[config.mk]
export PLATFORM = sky130hd
export DESIGN_NAME = w_grf
export DESIGN_NICKNAME = d
export VERILOG_FILES = /design/src/rtl/mips_pkg.sv /design/src/rtl/grf_bank.sv /design/src/rtl/w_grf.sv
export SDC_FILE = /design/constraint.sdc
export NUM_CORES = 2
export LEC_CHECK = 0
export BUFFER_PORTS_ARGS = -buffer_cell sky130_fd_sc_hd__buf_4
export CAP_MARGIN = 20
export CORE_ASPECT_RATIO = 0.8
export CORE_MARGIN = 5
export CORE_UTILIZATION = 65
export DETAILED_ROUTE_END_ITERATION = 7
export PLACE_DENSITY_LB_ADDON = 0.2
export SLEW_MARGIN = 25
export SYNTH_ARGS = -nofsm -noshare
export SYNTH_HDL_FRONTEND = slang
export SYNTH_HIERARCHICAL = 1
export SYNTH_SLANG_ARGS = --single-unit
[constraint.sdc]
create_clock -name clk -period 5.61 [get_ports clk]
set_input_delay 0.2805 -clock clk [delete_from_list [all_inputs] [get_ports clk]]
set_output_delay 0.2805 -clock clk [all_outputs]
set_load 0.02 [all_outputs]
[src/rtl/mips_pkg.sv]
// Shared MIPS pipeline constants: writeback data selects and GRF geometry.
package mips_pkg;

  localparam int GRF_WIDTH = 32;
  localparam int GRF_DEPTH = 32;
  localparam int GRF_AW    = 5;

  localparam logic [1:0] WD_SEL_ALU = 2'b00;
  localparam logic [1:0] WD_SEL_DM  = 2'b01;
  localparam logic [1:0] WD_SEL_PC8 = 2'b10;
  localparam logic [1:0] WD_SEL_MDU = 2'b11;

endpackage

[src/rtl/grf_bank.sv]
// General register file storage: one synchronous write port, two asynchronous
// read ports. Entry 0 is held at zero so $0 always reads 0.
module grf_bank
  import mips_pkg::*;
(
  input  logic                  clk,
  input  logic                  reset,
  input  logic                  we,
  input  logic [GRF_AW-1:0]     waddr,
  input  logic [GRF_WIDTH-1:0]  wdata,
  input  logic [GRF_AW-1:0]     raddr_a,
  input  logic [GRF_AW-1:0]     raddr_b,
  output logic [GRF_WIDTH-1:0]  rdata_a,
  output logic [GRF_WIDTH-1:0]  rdata_b
);

  logic [GRF_WIDTH-1:0] mem_q [GRF_DEPTH];
  logic [GRF_WIDTH-1:0] mem_d [GRF_DEPTH];

  always_comb begin
    mem_d = mem_q;
    if (we && (waddr != '0)) begin
      mem_d[waddr] = wdata;
    end
    mem_d[0] = '0;
  end

  always_ff @(posedge clk) begin
    if (!reset) begin
      mem_q <= '{default: '0};
    end else begin
      mem_q <= mem_d;
    end
  end

  assign rdata_a = mem_q[raddr_a];
  assign rdata_b = mem_q[raddr_b];

endmodule

[src/rtl/w_grf.sv]
// W-stage register file wrapper: writeback select, optional write-through
// (GRF_BYPASS_EN), retire trace, commit counter and sticky T_new error flag.
module w_grf
  import mips_pkg::*;
(
  input  logic        clk,
  input  logic        reset,
  input  logic [4:0]  W_WriteRegAddr,
  input  logic [31:0] W_ALU_out,
  input  logic [31:0] W_DM_out,
  input  logic [31:0] W_PC,
  input  logic [31:0] W_MDU_out,
  input  logic        W_CU_EN_RegWrite,
  input  logic [1:0]  W_CU_GRFWriteData_Sel,
  input  logic [1:0]  W_T_new,
  input  logic [4:0]  D_rs_addr,
  input  logic [4:0]  D_rt_addr,
  output logic [31:0] D_rs_data,
  output logic [31:0] D_rt_data,
  output logic [31:0] W_WriteData,
  output logic        retire_valid,
  output logic [31:0] retire_pc,
  output logic [4:0]  retire_addr,
  output logic [31:0] retire_data,
  output logic [31:0] retire_count,
  output logic        tnew_err
);

  logic        commit;
  logic [31:0] bank_rs, bank_rt;

  logic        retire_valid_q, retire_valid_d;
  logic [31:0] retire_pc_q, retire_pc_d;
  logic [4:0]  retire_addr_q, retire_addr_d;
  logic [31:0] retire_data_q, retire_data_d;
  logic [31:0] retire_count_q, retire_count_d;
  logic        tnew_err_q, tnew_err_d;

  always_comb begin
    W_WriteData = W_ALU_out;
    case (W_CU_GRFWriteData_Sel)
      WD_SEL_ALU: W_WriteData = W_ALU_out;
      WD_SEL_DM:  W_WriteData = W_DM_out;
      WD_SEL_PC8: W_WriteData = W_PC + 32'd8;
      WD_SEL_MDU: W_WriteData = W_MDU_out;
      default:    W_WriteData = W_ALU_out;
    endcase
  end

  assign commit = W_CU_EN_RegWrite && (W_WriteRegAddr != 5'd0);

  grf_bank u_bank (
    .clk     (clk),
    .reset   (reset),
    .we      (commit),
    .waddr   (W_WriteRegAddr),
    .wdata   (W_WriteData),
    .raddr_a (D_rs_addr),
    .raddr_b (D_rt_addr),
    .rdata_a (bank_rs),
    .rdata_b (bank_rt)
  );

  // Reads are forced to 0 while reset is low since the array is being cleared.
  always_comb begin
    D_rs_data = bank_rs;
    D_rt_data = bank_rt;
`ifdef GRF_BYPASS_EN
    if (commit && (D_rs_addr == W_WriteRegAddr)) D_rs_data = W_WriteData;
    if (commit && (D_rt_addr == W_WriteRegAddr)) D_rt_data = W_WriteData;
`endif
    if (!reset) begin
      D_rs_data = '0;
      D_rt_data = '0;
    end
  end

  always_comb begin
    retire_valid_d = commit;
    retire_pc_d    = retire_pc_q;
    retire_addr_d  = retire_addr_q;
    retire_data_d  = retire_data_q;
    retire_count_d = retire_count_q;
    if (commit) begin
      retire_pc_d    = W_PC;
      retire_addr_d  = W_WriteRegAddr;
      retire_data_d  = W_WriteData;
      retire_count_d = retire_count_q + 32'd1;
    end
    tnew_err_d = tnew_err_q | (W_CU_EN_RegWrite && (W_T_new != 2'd0));
  end

  always_ff @(posedge clk) begin
    if (!reset) begin
      retire_valid_q <= 1'b0;
      retire_pc_q    <= '0;
      retire_addr_q  <= '0;
      retire_data_q  <= '0;
      retire_count_q <= '0;
      tnew_err_q     <= 1'b0;
    end else begin
      retire_valid_q <= retire_valid_d;
      retire_pc_q    <= retire_pc_d;
      retire_addr_q  <= retire_addr_d;
      retire_data_q  <= retire_data_d;
      retire_count_q <= retire_count_d;
      tnew_err_q     <= tnew_err_d;
    end
  end

  assign retire_valid = retire_valid_q;
  assign retire_pc    = retire_pc_q;
  assign retire_addr  = retire_addr_q;
  assign retire_data  = retire_data_q;
  assign retire_count = retire_count_q;
  assign tnew_err     = tnew_err_q;

endmodule

==> flow_metrics.py <==
metrics = {
    "setup_path": {
        "reg2reg_from": "retire_count[3]$_SDFFE_PN0P_",
        "crit_type": "in2out",
        "critPathLaunch": "W_PC[11]",
        "r2r_cells": 5,
        "cp.arrival_ps": 4040,
        "max_stage_delay_ps": 720,
        "critPathMaxFanout": 26,
        "crit_path_start_kind": "primary input",
        "critPathCaptureType": "primary output",
        "r2r_slack_ps": 2960,
        "rr_endpoint": "retire_count[31]$_SDFFE_PN0P_",
        "cpMostUsedCell": "buf_4",
        "endpoint": "W_WriteData[18]",
        "crit_required_ps": 5330,
        "slowest_stage": "nor4_2",
        "critical_path.cell_chain": "dlygate4sd3_1, buf_4, nand4_4, nor4_2, a21boi_0, o311ai_0, nand2_1, buf_4, buf_4",
    },
    "placement": {
        "hpwlAfterDp_um": 132000,
        "dpl-instance-area_sq_mm": 0.0624,
        "routabilityCongestion": 0.967,
        "io_buffers": 348,
        "dpl_worst_slack_ps": 1710,
    },
    "sta": {
        "setup_tns_ps": 0,
        "min_period_ps": 4320,
        "timing.fmax_mhz": 232,
        "finalCritPeriodShare": 0.770,
        "finalMaxSlewViolations": 0,
        "finalWorstSetupSlack_ps": 1290,
        "relSlewSlack": 0.238,
        "rsz0062_at_grt": "false",
        "setup_viol": 0,
        "hold_violations": 0,
        "fin_skew_ps": 4.41,
        "worstMarginPinSlew_ps": 1140,
    },
    "yosys": {
        "ys_ff_latch": 1095,
        "synthFlopType": "dfxtp_1",
        "ys_types": 72,
        "syn_area_per_cell_sq_um": 8.15,
        "yosysSeqAreaShare": 0.366,
        "synthArstFlopShare": 0,
        "synth_cells": 7343,
        "synth_area_sq_mm": 0.0598,
        "synth_warnings": 6,
        "syn-num-nets": 7495,
        "synth-edff-count": 0,
    },
    "cells_and_area": {
        "drive_above_1_share": 0.127,
        "areaGrowthSynthToFinish_pct": 11.8,
        "fin_nets": 7437,
        "fin_util": 0.732,
        "fillCellCount": 6868,
        "design_area_sq_mm": 0.0669,
    },
    "global_route": {
        "grt_pass1_wl_um": 336000,
        "grt_overflow": 0,
        "antenna_found_initial": 3,
        "globalRouteTotalUtil": 0.439,
        "grt_max_degree": 208,
        "grt_pass1_vias": 55900,
    },
    "clock_tree": {
        "cts.sinks": 1095,
        "clk_pin_slew_ps": 60,
        "cts_buffer_depth": 3,
        "cts_tree": "yes",
        "clockRootBuffer": "clkbuf_16",
        "numCtsBuffers": 109,
        "ctsHtreeMaxLevel": 3,
        "clk_latency_ps": 680,
    },
    "die": {
        "rows": 99,
        "start_util": 0.655,
        "die_area_sq_mm": 0.0982,
        "fp.dieW_um": 349,
        "dieHeight_um": 281,
        "coreArea_sq_mm": 0.0913,
        "io-pin-count": 349,
    },
    "run_status": {
        "status": "finished with violations",
        "violations": "design-rule violations",
    },
    "detailed_routing": {
        "ant_nets": 0,
        "num_vias": 58600,
        "drt-vias-per-instance": 6.82,
        "drt_iter0_drc": 8781,
        "remaining_drc_errors": 3,
        "first_pass_iters": 8,
        "wire_per_inst_um": 26.5,
        "drt_wl_total_um": 227000,
    },
    "pwr": {
        "powerDensity_mw_per_mm2": 274,
        "leakage_nw": 24.6,
        "ir_worst_vdd_mv": 0.313,
    },
    "hold_path": {
        "hp-class": "in2reg",
    },
    "job": {
        "maxCapViolCount": 0,
    },
}
## power breakdown
part | total [mW] | leakage, nW | switching [mW] | internal, mW
sequential | 7.94 | 8.84 | 0.0677 | 7.87
combinational | 2.46 | 13.8 | 1.63 | 0.831
clock | 7.93 | 1.92 | 3.27 | 4.66
## critical path: cells and delay by family
family	cells	cell delay, ps
buffers and inverters	4	1330
and+or+nand+nor	3	1520
AOI/OAI and AO/OA	2	880
## logic make-up after synthesis
family	share of synthesized area
AO/OA/AOI/OAI	0.199
XOR/XNOR	0.00498
adder cells (fa/ha/maj)	0.000418
buffers and inverters	0.0538
flip-flops	0.366
multiplexers	0.172
AND/OR/NAND/NOR	0.202
## timing repair
action,in CTS,in global routing
endpoints found under the hold margin,43,0
setup buffers,0,0
setup endpoints to repair,0,0
hold buffers,45,0
resized for setup,0,0
## state kept, by name (all words and copies together), names as in the netlist
| signal | cells |
|---|---|
| u_bank/mem_q | 992 |
| retire_count | 32 |
| retire_data | 32 |
| retire_pc | 32 |
| retire_addr | 5 |
| retire_valid | 1 |
| tnew_err | 1 |
## metrics by stage
stage          instances  total power, mW  hold WS [ps]
3_5_place_dp        8337             10.4           447
4_1_cts             8583             18.2          22.6
2_1_floorplan       7343             9.54           417
5_1_grt             8587             18.7          72.2
3_3_place_gp        8332             10.4           442
6_report            8588             18.3          34.1
## cell usage after synthesis (all sizes together) (9+ instances only)
master	count	area, sq um
a21oi	200	1000
a22oi	257	1930
nand3	215	1080
nand4	15	109
mux2i	772	7730
dfxtp	1095	21900
clkbuf	451	1700
and3	10	62.6
or2	9	56.3
xnor2	27	236
a221oi	64	561
nor2b	75	469
nor4	18	119
mux2	72	811
or3	10	62.6
inv	20	75.1
mux4	79	1780
nor2	77	407
nor3	84	420
a31oi	72	457
o21ai	26	130
and2	81	507
nand2	2279	8550
buf	252	1440
a21boi	994	7460
## cell type report
type,instances,area (sq um),area share
Inverter,20,75.1,0.00112
Clock inverter,48,633,0.00947
Tap cell,1212,1520,0.0227
Multi-Input combinational cell,5525,35000,0.524
Clock buffer,153,3240,0.0484
Timing Repair Buffer,534,4450,0.0666
Sequential cell,1095,21900,0.328
Antenna cell,1,2.50,0.0000374
## layer usage
metal | share of wire | vias to the layer above | routed length (um) | track usage
met5 | 0.00013 | - | 29 | 0
met3 | 0.14 | 1288 | 31700 | 0.122
met1 | 0.36 | 27600 | 81900 | 0.555
met4 | 0.086 | 4 | 19500 | 0.312
met2 | 0.41 | 4544 | 94200 | 0.649
li1 | - | 25100 | - | -
## worst min-delay path by stage
stage | from | slack, ps | end | depth (start not counted)
floorplan | W_WriteRegAddr[0] | 420 | retire_addr[0]$_SDFFE_PN0P_ | 2
global placement | retire_data[1]$_SDFFE_PN0P_ | 440 | retire_data[1]$_SDFFE_PN0P_ | 2
detailed placement | retire_pc[18]$_SDFFE_PN0P_ | 450 | retire_pc[18]$_SDFFE_PN0P_ | 2
CTS | W_DM_out[27] | 20 | retire_data[27]$_SDFFE_PN0P_ | 3
global route | W_DM_out[27] | 70 | retire_data[27]$_SDFFE_PN0P_ | 3
finish | W_DM_out[27] | 30 | retire_data[27]$_SDFFE_PN0P_ | 3
## layout by cell type, fill, tap and decap left out, types with 26 or more instances in the layout
cell type | Yosys | final
xnor2_1 | 27 | 27
nand2_1 | 2279 | 2262
nor2b_1 | 75 | 66
mux4_2 | 79 | 79
mux2i_1 | 772 | 772
a21boi_1 | 463 | 463
a21boi_0 | 531 | 531
clkbuf_16 | 0 | 113
nand3_1 | 214 | 214
a22oi_1 | 257 | 257
buf_4 | 73 | 464
dfxtp_1 | 1095 | 1095
a221oi_1 | 64 | 64
and2_1 | 80 | 75
a21oi_1 | 200 | 195
nor2_1 | 56 | 40
nor3_1 | 84 | 83
a31oi_1 | 71 | 71
dlygate4sd3_1 | 0 | 45
nor2_4 | 13 | 29
mux2_2 | 72 | 72
clkbuf_8 | 0 | 26
(Power assumes the default switching activity.)
